`src/rtl/trafficlight_ns_if.sv`:
```
// Light bus between the EW controller / intersection top and the NS signal-head controller.
// The master drives the EW lamp bus and the shared emergency line; the slave returns NS lamps and fault.
interface trafficlight_ns_if;
   logic       emergency;
   logic [3:0] ew_light;
   logic [3:0] out;
   logic       fault;

   modport master (output emergency, ew_light, input out, fault);
   modport slave  (input emergency, ew_light, output out, fault);
endinterface

```
`src/rtl/trafficlight_ns.sv`:
```
// NS signal-head controller: follows the EW lamp bus and runs one NS green sequence per EW red.
// A conflicting or illegal EW code latches a flashing-red fault that only reset clears.
module trafficlight_ns #(
   parameter int CLEAR_CYC  = 1,
   parameter int LEFT_CYC   = 4,
   parameter int GREEN_CYC  = 9,
   parameter int YELLOW_CYC = 3,
   parameter int FLASH_HALF = 2
) (
   input  logic              clk,
   input  logic              rst_n,
   trafficlight_ns_if.slave  bus
);

   localparam logic [3:0] L_RED   = 4'b0001;
   localparam logic [3:0] L_LEFT  = 4'b1001;
   localparam logic [3:0] L_GREEN = 4'b0100;
   localparam logic [3:0] L_YEL   = 4'b0010;
   localparam logic [3:0] L_DARK  = 4'b0000;

   localparam logic [4:0] CLEAR_LAST  = 5'(CLEAR_CYC - 1);
   localparam logic [4:0] LEFT_LAST   = 5'(LEFT_CYC - 1);
   localparam logic [4:0] GREEN_LAST  = 5'(GREEN_CYC - 1);
   localparam logic [4:0] YELLOW_LAST = 5'(YELLOW_CYC - 1);
   localparam logic [4:0] FLASH_LAST  = 5'(FLASH_HALF - 1);

   typedef enum logic [2:0] {
      S_WAIT, S_CLEAR, S_LEFT, S_GREEN, S_YELLOW, S_ALLSTOP, S_FAULT
   } state_t;

   state_t     state;
   logic [4:0] cnt;
   logic [3:0] ew_prev;
   logic [3:0] out_q;
   logic       fault_q;

   logic legal, red_edge, conflict, phase_done;

   assign legal    = (bus.ew_light == L_RED)   || (bus.ew_light == L_LEFT) ||
                     (bus.ew_light == L_GREEN) || (bus.ew_light == L_YEL);
   assign red_edge = (bus.ew_light == L_RED) && (ew_prev != L_RED);
   // Once NS shows anything but red, EW must be solidly red.
   assign conflict = ((state == S_LEFT) || (state == S_GREEN) || (state == S_YELLOW)) &&
                     (bus.ew_light != L_RED);

   always_comb begin
      phase_done = 1'b0;
      case (state)
         S_CLEAR:  phase_done = (cnt == CLEAR_LAST);
         S_LEFT:   phase_done = (cnt == LEFT_LAST);
         S_GREEN:  phase_done = (cnt == GREEN_LAST);
         S_YELLOW: phase_done = (cnt == YELLOW_LAST);
         default:  phase_done = 1'b0;
      endcase
   end

   always_ff @(posedge clk) begin
      if (!rst_n) begin
         state   <= S_WAIT;
         cnt     <= 5'd0;
         ew_prev <= L_RED;   // no start in the middle of an EW red already in progress
         out_q   <= L_RED;
         fault_q <= 1'b0;
      end else begin
         ew_prev <= bus.ew_light;
         if (state == S_FAULT) begin
            if (cnt == FLASH_LAST) begin
               cnt   <= 5'd0;
               out_q <= (out_q == L_RED) ? L_DARK : L_RED;
            end else begin
               cnt <= cnt + 5'd1;
            end
         end else if (!legal || conflict) begin
            state   <= S_FAULT;
            fault_q <= 1'b1;
            out_q   <= L_RED;
            cnt     <= 5'd0;
         end else if (bus.emergency) begin
            state <= S_ALLSTOP;
            out_q <= L_RED;
            cnt   <= 5'd0;
         end else begin
            case (state)
               S_WAIT: begin
                  if (red_edge) begin
                     state <= S_CLEAR;
                     out_q <= L_RED;
                     cnt   <= 5'd0;
                  end
               end
               S_CLEAR: begin
                  if (phase_done) begin
                     state <= S_LEFT;
                     out_q <= L_LEFT;
                     cnt   <= 5'd0;
                  end else begin
                     cnt <= cnt + 5'd1;
                  end
               end
               S_LEFT: begin
                  if (phase_done) begin
                     state <= S_GREEN;
                     out_q <= L_GREEN;
                     cnt   <= 5'd0;
                  end else begin
                     cnt <= cnt + 5'd1;
                  end
               end
               S_GREEN: begin
                  if (phase_done) begin
                     state <= S_YELLOW;
                     out_q <= L_YEL;
                     cnt   <= 5'd0;
                  end else begin
                     cnt <= cnt + 5'd1;
                  end
               end
               S_YELLOW: begin
                  if (phase_done) begin
                     state <= S_WAIT;
                     out_q <= L_RED;
                     cnt   <= 5'd0;
                  end else begin
                     cnt <= cnt + 5'd1;
                  end
               end
               // Emergency released: back to WAIT, a fresh EW red edge is required.
               S_ALLSTOP: begin
                  state <= S_WAIT;
                  out_q <= L_RED;
                  cnt   <= 5'd0;
               end
               default: begin
                  state <= S_WAIT;
                  out_q <= L_RED;
                  cnt   <= 5'd0;
               end
            endcase
         end
      end
   end

   assign bus.out   = out_q;
   assign bus.fault = fault_q;

endmodule

```
`src/flat_wrapper.sv`:
```
// flat-port wrapper written by rule: the top's interface ports become plain ports
module trafficlight_ns_flat 
#(
   parameter int CLEAR_CYC  = 1,
   parameter int LEFT_CYC   = 4,
   parameter int GREEN_CYC  = 9,
   parameter int YELLOW_CYC = 3,
   parameter int FLASH_HALF = 2
)
  (clk, rst_n, bus_emergency, bus_ew_light, bus_out, bus_fault);
  trafficlight_ns_if bus_i ();
  input  logic clk;
  input  logic rst_n;
  input wire logic [$bits(bus_i.emergency)-1:0] bus_emergency;
  input wire logic [$bits(bus_i.ew_light)-1:0] bus_ew_light;
  output wire logic [$bits(bus_i.out)-1:0] bus_out;
  output wire logic [$bits(bus_i.fault)-1:0] bus_fault;
  assign bus_i.emergency = bus_emergency;
  assign bus_i.ew_light = bus_ew_light;
  assign bus_out = bus_i.out;
  assign bus_fault = bus_i.fault;
  trafficlight_ns #(.CLEAR_CYC(CLEAR_CYC), .LEFT_CYC(LEFT_CYC), .GREEN_CYC(GREEN_CYC), .YELLOW_CYC(YELLOW_CYC), .FLASH_HALF(FLASH_HALF)) u_core (.clk(clk), .rst_n(rst_n), .bus(bus_i));
endmodule
```
`config.mk`:
```
export PLATFORM = sky130hd
export DESIGN_NAME = trafficlight_ns_flat
export DESIGN_NICKNAME = d
export VERILOG_FILES = /design/src/rtl/trafficlight_ns_if.sv /design/src/rtl/trafficlight_ns.sv /design/src/flat_wrapper.sv
export SDC_FILE = /design/constraint.sdc
export NUM_CORES = 1
export LEC_CHECK = 0
export BUFFER_PORTS_ARGS = -buffer_cell sky130_fd_sc_hd__buf_2
export CORE_MARGIN = 2
export CORE_UTILIZATION = 26
export DETAILED_ROUTE_END_ITERATION = 8
export HOLD_SLACK_MARGIN = 0.05
export SLEW_MARGIN = 30
export SYNTH_ARGS = -nofsm -noshare
export SYNTH_HDL_FRONTEND = slang
export SYNTH_SLANG_ARGS = --single-unit
```
`constraint.sdc`:
```
create_clock -name clk -period 1.7 [get_ports clk]
set_input_delay 0.255 -clock clk [delete_from_list [all_inputs] [get_ports clk]]
set_output_delay 0.255 -clock clk [all_outputs]
set_load 0.01 [all_outputs]
```
# After elaboration in Yosys (flattened, before gate mapping)
# Cells that the tools add are included.
# totals
ff_bits	17
input_bits	7
word_cells	76
# op_classes
addsub	1
n_eq_ne	27
n_mux	27
n_bitwise	1
reduce_logical	15
# op_table
operator	n
two-way mux 4 bit	9
two-way mux 5 bit	6
two-way mux 3 bit	7
one-hot mux 4 bit (5 select lines)	1
inequality test 5 x 4 -> 1 bit, second input constant	3
one-hot mux 3 bit (5 select lines)	1
inequality test 4 x 3 -> 1 bit, second input constant	3
AND reduction 6 bit	2
equality test 5 x 2 -> 1 bit, second input constant	2
inequality test 5 x 2 -> 1 bit, second input constant	2
one-hot mux 5 bit (2 select lines)	1
equality test 4 x 1 -> 1 bit, second input constant	2
inequality test 4 x 1 -> 1 bit, second input constant	2
inequality test 4 x 2 -> 1 bit, second input constant	2
equality test 3 x 2 -> 1 bit, second input constant	2
equality test 3 bit, second input constant	2
logical OR 1 bit	6
adder 5 x 1 -> 5 bit, second input constant	1
equality test 5 x 1 -> 1 bit, second input constant	1
equality test 5 x 4 -> 1 bit, second input constant	1
logical NOT 5 bit	1
equality test 4 x 2 -> 1 bit, second input constant	1
equality test 4 x 3 -> 1 bit, second input constant	1
equality test 4 bit, second input constant	1
10 further kinds	11

# Logic depth before layout (Yosys ltp)
# Gate-level depths: netlist of run 1.
# depth
ltp_word	8
depth_mapped	8

# Least setup slack after synthesis of run 1
# OpenSTA, ideal clock, no wires.
# synth_path
path_type	register to register
startpoint	register u_core.state[0]
endpoint	register u_core.out_q[3], in the netlist u_core.bus.out[3]
arrival_ns	1.847
setup_slack_ns	-0.217
path_stages_with_launch	9
period_less_slack_ns	1.917
path_cell_list	dfxtp_1 -> buf_6 -> or3b_4 -> a21bo_1 -> and2_4 -> a311oi_2 -> buf_4 -> nand4_1 -> a21oi_1
# synth_via
elab_chain_len	7
# synth_rtl
item	line_no	source
start: declaration	trafficlight_ns.sv:31	state_t state;
start signal: assignment	trafficlight_ns.sv:59	state <= S_WAIT;
start signal: assignment	trafficlight_ns.sv:74	state <= S_FAULT;
start signal: assignment	trafficlight_ns.sv:79	state <= S_ALLSTOP;
equality test 3 x 2 -> 1 bit	trafficlight_ns.sv:43, trafficlight_ns.sv:48, trafficlight_ns.sv:83	
logical OR 1 bit (2 in a row)	trafficlight_ns.sv:43	assign conflict = ((state == S_LEFT) || (state == S_GREEN) || (state == S_YELLOW)) &&
logical AND 1 bit	trafficlight_ns.sv:43	
logical OR 1 bit	trafficlight_ns.sv:73	end else if (!legal || conflict) begin
inequality test 5 x 4 -> 1 bit (no source line), or another cell as far along	--	
AND reduction 6 bit (no source line) / two-way mux 4 bit (equally long branches)	--	
end signal: assignment	trafficlight_ns.sv:69	out_q <= (out_q == L_RED) ? L_DARK : L_RED;
end: declaration	trafficlight_ns.sv:34	logic [3:0] out_q;
# Several ways; a longest one is shown, not always the timed one.
# A chain may end at the register's enable or synchronous reset.

# Worst setup path after layout of run 1
# Ends and elaborated chain as after synthesis.

==> implementation parameters, run 1 <==
Parameter                              Value

Die
  Row cnt    23
  Die Wd    68.71 µm
  Core area    0.004029 mm²
  Initial standard-cell utilization of the core    27.02%
  Height of the chip    68.71 µm
  Die area    0.004720 mm²
  Io pins    12

Route
  Vias per cell    4.939
  Detail-routed net length per standard cell    12.21 µm
  Sum of routed wire length over all layers    2784 µm
  Total iterations of the first detailed-routing run    4
  Drt initial violations    43
  Vias after detailed routing    1126
  Count of nets left with antenna violations after detail routing    0
  Remaining DRCs    0

STA
  TNS Setup    -1.379 ns
  Highest achievable clock rate    527.4 MHz
  Final Worst Setup Slack    -0.1962 ns
  Hold violation total from the final report    0
  Hold Slack    0.2591 ns
  Setup repair after global routing missed its margin    yes
  Post-Route Skew    0.006635 ns
  Transition time at the pin with the least slew margin    0.3587 ns
  Max-slew headroom    75.75%
  Period utilization    111.5%
  Setup violation total in the final timing report    11
  Final worst path period need    1.896 ns
  Total count of max-transition violations in the final report    0

Cells and area
  N_diodes    0
  Fraction of layout instances using a drive strength above 1    40.45%
  Final Core Density    38.76%
  Area growth from synthesis to layout    43.45%
  Total number of nets in the final design    189

Setup path
  Crit path capture type    register
  Critical path start-end classification    register to register
  Startpoint kind of the worst setup timing path    register
  Critical-path cell list    or3b_4 -> a21bo_1 -> and2_4 -> a311oi_2 -> buf_4 -> nand4_1 -> a21oi_1
  Worst endpoint required time    1.88 ns
  Crit path max-delay cell type    sky130_fd_sc_hd__or3b_4
  Biggest fanout along the worst timing path    7
  Arrival time reported for the critical path endpoint    2.07 ns
  Buffering stage count on the worst path with inverters included    1
  Biggest cell delay along the critical path    0.41 ns
  Cell family with the largest share of critical-path delay    compound AO/OA/AOI/OAI gates

Synthesis
  YS warnings    0
  Synthesized cell area    0.001089 mm²
  Proportion of synthesized chip area in sequential cells    31.26%
  Synth Instances    131
  Synthesized flop and latch total    17
  Distinct cells, synth    48
  Leading register cell type out of synthesis    sky130_fd_sc_hd__dfxtp_1
  Number of synthesized flops with an enable pin    0
  Synth Area per Inst    8.309 µm²
  Post-Syn Nets    141
  Fraction of synthesis flops using an asynchronous set or reset pin    0%

Clock network
  Worst-Skew Late Latency    0.25 ns
  Clock tree root buffer cell    sky130_fd_sc_hd__clkbuf_8
  CTS Hold Bufs    0
  Number of clock sinks seen by CTS    17
  TritonCTS clock tree    yes
  Total CTS buffers    3
  Maximum buffer depth of the clock tree    2
  Clk pin slew, worst setup/hold paths    0.07 ns
  H-tree level count    1

Pwr
  Leakage    0.6326 nW
  Power density over cell area    642.8 mW/mm²
  Total power    1.004 mW
  Largest voltage drop on the vdd net    0.0004256 V

Job
  Max-cap viol count    0

Global routing
  First-pass GRT wire length    4733 µm
  Maximum number of pins on one net before global-route repair    14
  Antenna violations before repair    0
  Remaining global-route overflow    0
  Number of global-route vias before repair    1011
  All-layer global routing usage    13.29%

Placement
  Total half-perimeter wirelength after legalization and detailed placement    2114 µm
  Input/output buffers    11
  Placer congestion estimate    0.8309

Status
  Outcome    complete, but fails checks
  Violated checks    setup timing

Worst hold path
  Class of the tightest hold or removal check    primary input to register
cells in the mapped netlist (all sizes together) (4+ instances only):
cell type  count  share of area (%)
nor3           6                2.8
o211ai         5                4.4
nand4          4                2.3
nor2          10                3.4
clkbuf         4                1.4
a21oi          5                2.3
buf            4                2.6
inv            6                2.1
o21ai          8                3.7
dfxtp         17                 31
nand2          9                3.1
and2           6                3.7
kinds of logic after synthesis:
logic type               Yosys count  share of synthesized area (%)
AND/OR/NAND/NOR                   59                          32.88
XOR/XNOR                           5                          4.024
AO/OA/AOI/OAI                     33                          22.30
flip-flops                        17                          31.26
adder cells (fa/ha/maj)            3                          3.449
buffers and inverters             14                          6.092
timing repair:
action | in CTS | in global routing
cloned | 1 | 0
pin swaps | 11 | 2
endpoints found under the setup margin | 13 | 13
gates resized for setup | 14 | 4
buffers inserted | 1 | 2
layout by cell type (no fill, tap or decap), types with 3 or more instances in the layout:
| cell | count |
|---|---|
| sky130_fd_sc_hd__buf_2 | 12 |
| sky130_fd_sc_hd__nor2b_1 | 3 |
| sky130_fd_sc_hd__nor4b_1 | 3 |
| sky130_fd_sc_hd__inv_1 | 6 |
| sky130_fd_sc_hd__clkbuf_8 | 3 |
| sky130_fd_sc_hd__nand4_1 | 4 |
| sky130_fd_sc_hd__o21ai_0 | 6 |
| sky130_fd_sc_hd__a21oi_1 | 3 |
| sky130_fd_sc_hd__buf_4 | 37 |
| sky130_fd_sc_hd__xnor2_1 | 3 |
| sky130_fd_sc_hd__nor2_1 | 10 |
| sky130_fd_sc_hd__nor3_1 | 6 |
| sky130_fd_sc_hd__dfxtp_1 | 13 |
| sky130_fd_sc_hd__o211ai_1 | 3 |
| sky130_fd_sc_hd__nand2_1 | 9 |
| sky130_fd_sc_hd__and2_1 | 5 |
| sky130_fd_sc_hd__ha_1 | 3 |
worst reg2reg max path, stage by stage (launching register included):
cell and delay (ns):
sky130_fd_sc_hd__dfxtp_4 0.37, sky130_fd_sc_hd__or3b_4 0.41, sky130_fd_sc_hd__a21bo_1 0.19, sky130_fd_sc_hd__and2_4 0.14
sky130_fd_sc_hd__a311oi_2 0.30, sky130_fd_sc_hd__buf_4 0.19, sky130_fd_sc_hd__nand4_1 0.08, sky130_fd_sc_hd__a21oi_1 0.15
state kept, by name (all words and copies together), names as in the netlist:
register,flops
u_core.bus.fault,1
u_core.cnt,5
u_core.state,3
u_core.ew_prev,4
u_core.bus.out,4
cell type report:
class	instances	area (µm²)
Tap cell	50	62.56
Clock buffer	4	45.04
Timing Repair Buffer	51	360.3
Inverter	6	22.52
Sequential cell	17	350.3
Multi-Input combinational cell	100	720.7
Fill cell	432	2467
path summary, 6_finish.rpt:
| check | start | end | slack, ns | depth (start not counted) |
|---|---|---|---|---|
| worst max register to register | u_core.state[0] | u_core.bus.out[3] | -0.20 | 7 |
| worst max-delay path | u_core.state[0] | u_core.bus.out[3] | -0.20 | 7 |
| worst min-delay path | bus_ew_light[2] | u_core.ew_prev[2] | 0.26 | 2 |
| worst min register to register | u_core.bus.fault | u_core.bus.fault | 0.47 | 2 |
metal layers:
metal,GRT usage [%],vias to the layer above,part of all wire (%)
li1,-,580,-
met1,17.55,521,46
met2,21.75,23,48
met3,3.409,2,5.2
met4,2.941,0,0.54
met5,0,-,0
per-stage QoR:
stage / area [µm²] / worst slack [ns] / cells
floorplan: 1095 / -0.2108 / 131
global placement: 1440 / -0.2768 / 221
detailed placement: 1440 / -0.3050 / 221
CTS: 1540 / -0.2007 / 227
global route: 1562 / -0.3334 / 228
finish: 1562 / -0.1962 / 228
power by group:
part	leakage [nW]	switching, mW	internal (mW)
combinational	0.469	0.131	0.146
sequential	0.141	0.0129	0.416
clock	0.0228	0.132	0.166
Note: power is estimated with default switching activity, not from simulation.
==> run 2, diff against run 1 <==
ABC_AREA = 1   (was not set)
SKIP_LAST_GASP = 1   (was not set)
SLEW_MARGIN = 15   (was 30)
==> implementation parameters, run 2 <==
Parameter                              Value

Cells and area
  N_diodes    0 (unchanged)
  Fraction of layout instances using a drive strength above 1    27.72% (was 40.45%)
  Total number of nets in the final design    195 (was 189)
  Number of flip-flops in the largest register    5 (unchanged)
  Commonest non-fill, non-tap cells in the layout    39 x sky130_fd_sc_hd__nand2_1, 31 x sky130_fd_sc_hd__nor2_1, 17 x sky130_fd_sc_hd__inv_1 (was 37 x sky130_fd_sc_hd__buf_4, 13 x sky130_fd_sc_hd__dfxtp_1, 12 x sky130_fd_sc_hd__buf_2)
  Fillers    417 (was 432)
  Most flop-heavy register    u_core.cnt (unchanged)
  Commonest non-fill, non-tap cell in the layout    sky130_fd_sc_hd__nand2_1 (was sky130_fd_sc_hd__buf_4)
  Summed area of non-filler cells in the final layout    0.001296 mm² (was 0.001562 mm²)
  Area growth from synthesis to layout    23.48% (was 43.45%)

Setup path
  Biggest cell delay along the critical path    0.38 ns (was 0.41 ns)
  Critical-path cell list    nor2_4 -> nand2_2 -> nand2_1 -> nand2_1 -> nand2_1 -> nand2_1 -> nand2_1 -> nand2_2 -> a21oi_2 -> nand3_2 -> nand2_1 -> nand2_1 -> nor2_1 (was or3b_4 -> a21bo_1 -> and2_4 -> a311oi_2 -> buf_4 -> nand4_1 -> a21oi_1)
  Biggest fanout along the worst timing path    6 (was 7)
  Critical path start-end classification    register to register (unchanged)
  Cell family with the largest share of critical-path delay    simple AND/OR/NAND/NOR gates (was compound AO/OA/AOI/OAI gates)
  Levels on crit path    13 (was 7)
  Path depth of the worst reg2reg path    13 (was 7)
  Reg2reg setup slack    0.04 ns (was -0.20 ns)
  Launching instance or port of the critical path    u_core.state[0] (unchanged)
  Crit path capture type    register (unchanged)
  Buffering stage count on the worst path with inverters included    0 (was 1)
  Arrival time reported for the critical path endpoint    1.84 ns (was 2.07 ns)
  Worst flop-to-flop path startpoint    u_core.state[0] (unchanged)
  Cell occurring most often along the worst timing path    sky130_fd_sc_hd__nand2_1
  Crit path max-delay cell type    sky130_fd_sc_hd__dfxtp_4 (was sky130_fd_sc_hd__or3b_4)
  Worst endpoint required time    1.88 ns (about the same)
  CP endpoint    u_core.state[2] (was u_core.bus.out[3])
  R2r endpoint    u_core.state[2] (was u_core.bus.out[3])
  Startpoint kind of the worst setup timing path    register (unchanged)

Pwr
  Proportion of power drawn by flip-flops and latches    41.9% (was 42.7%)
  Sw Pwr    0.3961 mW (was 0.2758 mW)
  Pint    0.7476 mW (was 0.7279 mW)
  Proportion of power drawn by combinational gates    31.1% (was 27.6%)
  Total power    1.144 mW (was 1.004 mW)
  Net switching fraction of the power    34.63% (was 27.48%)
  Leakage    0.6018 nW (was 0.6326 nW)
  Power density over cell area    882.3 mW/mm² (was 642.8 mW/mm²)
  Clock power share    27.0% (was 29.7%)
  Largest voltage drop on the vdd net    0.0004912 V (was 0.0004256 V)

Synthesis
  Proportion of synthesized chip area in sequential cells    32.42% (was 31.26%)
  Proportion of netlist area held by the largest area contributor    32.42% (was 31.26%)
  Most repeated cell in the gate-level netlist after synthesis    sky130_fd_sc_hd__nand2_1 (was sky130_fd_sc_hd__dfxtp_1)
  Combinational family with the most area after synthesis    simple AND/OR/NAND/NOR gates (unchanged)
  Leading register cell type out of synthesis    sky130_fd_sc_hd__dfxtp_1 (unchanged)
  Distinct cells, synth    23 (was 48)
  Leading post-synthesis cells by cell area    sky130_fd_sc_hd__dfxtp_1 32%, sky130_fd_sc_hd__nand2_1 14%, sky130_fd_sc_hd__nor2_1 12% (was sky130_fd_sc_hd__dfxtp_1 31%, sky130_fd_sc_hd__o21ai_0 3.7%, sky130_fd_sc_hd__ha_1 3.4%)
  Synth Area per Inst    6.480 µm² (was 8.309 µm²)
  Post-Syn Nets    172 (was 141)
  Simple-Gate Fraction of Synth Area    48.75% (was 32.87%)
  Most common library cells after synthesis    40 x sky130_fd_sc_hd__nand2_1, 33 x sky130_fd_sc_hd__nor2_1, 19 x sky130_fd_sc_hd__inv_1, 17 x sky130_fd_sc_hd__dfxtp_1, 12 x sky130_fd_sc_hd__nand3_1 (was 17 x sky130_fd_sc_hd__dfxtp_1, 10 x sky130_fd_sc_hd__nor2_1, 9 x sky130_fd_sc_hd__nand2_1, 8 x sky130_fd_sc_hd__o21ai_0)
  Share of synthesized area spent on multiplexers    0% (unchanged)
  Area leader, netlist    sky130_fd_sc_hd__dfxtp_1 (unchanged)
  Adder and majority cell fraction of the synthesized area    3.576% (was 3.448%)
  Xor/xnor share of the synthesized area    0% (was 4.023%)
  Fraction of synthesis flops using an asynchronous set or reset pin    0% (unchanged)
  Synthesized flop and latch total    17 (unchanged)
  Synth Instances    162 (was 131)
  Synthesized cell area    0.001050 mm² (was 0.001089 mm²)
  YS warnings    0 (unchanged)
  Compound-gate portion of the synthesized area    6.317% (was 22.30%)
  Number of synthesized flops with an enable pin    0 (unchanged)

Route
  Count of nets left with antenna violations after detail routing    0 (unchanged)
  Vias per cell    4.423 (was 4.939)
  Drt initial violations    34 (was 43)
  Sum of routed wire length over all layers    2428 µm (was 2784 µm)
  Total iterations of the first detailed-routing run    5 (was 4)
  Detail-routed net length per standard cell    10.38 µm (was 12.21 µm)
  Vias after detailed routing    1035 (was 1126)
  Remaining DRCs    0 (unchanged)

Global routing
  Number of global-route vias before repair    858 (was 1011)
  Remaining global-route overflow    0 (unchanged)
  All-layer global routing usage    11.51% (was 13.29%)
  First-pass GRT wire length    3891 µm (was 4733 µm)
  Maximum number of pins on one net before global-route repair    10 (was 14)
  Antenna violations before repair    0 (unchanged)

Die
  Die area    0.004562 mm² (was 0.004720 mm²)
  Io pins    12 (unchanged)
  Row cnt    23 (unchanged)
  Height of the chip    67.54 µm (was 68.71 µm)
  Core area    0.003943 mm² (was 0.004029 mm²)
  Die Wd    67.54 µm (was 68.71 µm)
  Initial standard-cell utilization of the core    26.63% (was 27.02%)

Clock network
  TritonCTS clock tree    yes (unchanged)
  Maximum buffer depth of the clock tree    2 (unchanged)
  Number of clock sinks seen by CTS    17 (unchanged)
  H-tree level count    1 (unchanged)
  Worst-Skew Late Latency    0.25 ns (about the same)
  Clk pin slew, worst setup/hold paths    0.07 ns (about the same)
  Total CTS buffers    3 (unchanged)
  Clock tree root buffer cell    sky130_fd_sc_hd__clkbuf_8 (unchanged)

Status
  Outcome    finished, final reports clean (was complete, but fails checks)

Placement
  Input/output buffers    11 (unchanged)
  Placer congestion estimate    0.8871 (was 0.8309)
  Placed Area    0.001201 mm² (was 0.001440 mm²)
  Total half-perimeter wirelength after legalization and detailed placement    1828 µm (was 2114 µm)

STA
  Period utilization    97.69% (was 111.5%)
  Setup repair after global routing missed its margin    yes (unchanged)
  Transition time at the pin with the least slew margin    0.2842 ns (was 0.3587 ns)
  Final worst path period need    1.661 ns (was 1.896 ns)
  Hold violation total from the final report    0 (unchanged)
  Post-Route Skew    0.001801 ns (was 0.006635 ns)
  Highest achievable clock rate    602.2 MHz (was 527.4 MHz)
  Setup violation total in the final timing report    0 (was 11)
  Max-slew headroom    80.91% (was 75.75%)
  Total count of max-transition violations in the final report    0 (unchanged)
  Hold Slack    0.2166 ns (was 0.2591 ns)

Worst hold path
  Class of the tightest hold or removal check    primary input to register (unchanged)

Job
  Max-cap viol count    0 (unchanged)
## run 2: cell count changes in the layout (fill, tap and decap cells not counted), moves of 4 or more
cell | before | now
sky130_fd_sc_hd__inv_1 | 6 | 17
sky130_fd_sc_hd__nor2_1 | 10 | 31
sky130_fd_sc_hd__nand2_2 | 0 | 6
sky130_fd_sc_hd__buf_4 | 37 | 7
sky130_fd_sc_hd__nand3_1 | 2 | 12
sky130_fd_sc_hd__and2_1 | 5 | 0
sky130_fd_sc_hd__nand2_1 | 9 | 39
sky130_fd_sc_hd__inv_2 | 0 | 4
sky130_fd_sc_hd__o21ai_0 | 6 | 2
## run 2: cells by family (layout without fill, tap and decap cells)
group | Yosys count | after routing
AND/OR/NAND/NOR | 108 | 108
flip-flops | 17 | 17
AO/OA/AOI/OAI | 11 | 11
buffers and inverters | 23 | 45
adder cells (fa/ha/maj) | 3 | 3
## run 2: worst reg2reg max path, stage by stage, from the launching register on
cell and delay, ns:
sky130_fd_sc_hd__dfxtp_4 0.38, sky130_fd_sc_hd__nor2_4 0.12, sky130_fd_sc_hd__nand2_2 0.08, sky130_fd_sc_hd__nand2_1 0.09, sky130_fd_sc_hd__nand2_1 0.06, sky130_fd_sc_hd__nand2_1 0.05, sky130_fd_sc_hd__nand2_1 0.05, sky130_fd_sc_hd__nand2_1 0.06
sky130_fd_sc_hd__nand2_2 0.09, sky130_fd_sc_hd__a21oi_2 0.20, sky130_fd_sc_hd__nand3_2 0.17, sky130_fd_sc_hd__nand2_1 0.10, sky130_fd_sc_hd__nand2_1 0.05, sky130_fd_sc_hd__nor2_1 0.10
## run 2: worst min-delay path by stage
| stage | startpoint | end | slack [ns] | depth (start not counted) |
|---|---|---|---|---|
| CTS | bus_ew_light[0] | u_core.ew_prev[0] | 0.22 | 2 |
| global route | bus_ew_light[2] | u_core.ew_prev[2] | 0.23 | 3 |
| global placement | u_core.bus.fault | u_core.bus.fault | 0.45 | 2 |
| floorplan | bus_ew_light[1] | u_core.ew_prev[1] | 0.35 | 2 |
| detailed placement | u_core.bus.fault | u_core.bus.fault | 0.46 | 2 |
| finish | bus_ew_light[0] | u_core.ew_prev[0] | 0.22 | 2 |
## run 2: timing repair
item	CTS	global route
setup endpoints to repair	0	12
resized for setup	0	14
hold buffers	0	0
buffers inserted	0	2
## run 2: layer usage
layer  track usage, %  routed length (µm)  up-vias
met1            14.68                1110      452
met4            4.592                  47        0
li1                 -                   -      548
met5                0                   0        -
met2            18.75                1139       30
met3            2.500                 131        5
## run 2: area by class of cell
type | instances | area, µm² | area share [%]
Inverter | 22 | 85.08 | 6.564
Sequential cell | 17 | 349.1 | 26.93
Tap cell | 50 | 62.56 | 4.826
Timing Repair Buffer | 19 | 118.9 | 9.170
Clock buffer | 4 | 45.04 | 3.475
Multi-Input combinational cell | 122 | 635.6 | 49.03
## run 2: metrics by stage
step / instances / TNS (ns) / worst slack, ns / util, %
6_report: 234 / 0 / 0.03933 / 32.88
5_1_grt: 234 / -0.2742 / -0.06089 / 32.88
4_1_cts: 232 / 0 / 0.04539 / 31.61
3_5_place_dp: 228 / -0.02490 / -0.02359 / 30.47
3_3_place_gp: 228 / -0.07285 / -0.02965 / 30.47
2_1_floorplan: 162 / 0 / 0.2449 / -
## run 2: power by group through the flow
stage | Clock [mW] | Combinational, mW | Sequential (mW)
after floorplan | 0 | 0.228 | 0.479
after global routing | 0.335 | 0.400 | 0.484
after global placement | 0 | 0.333 | 0.475
after CTS | 0.313 | 0.331 | 0.467
final | 0.309 | 0.356 | 0.479
after detailed placement | 0 | 0.328 | 0.475
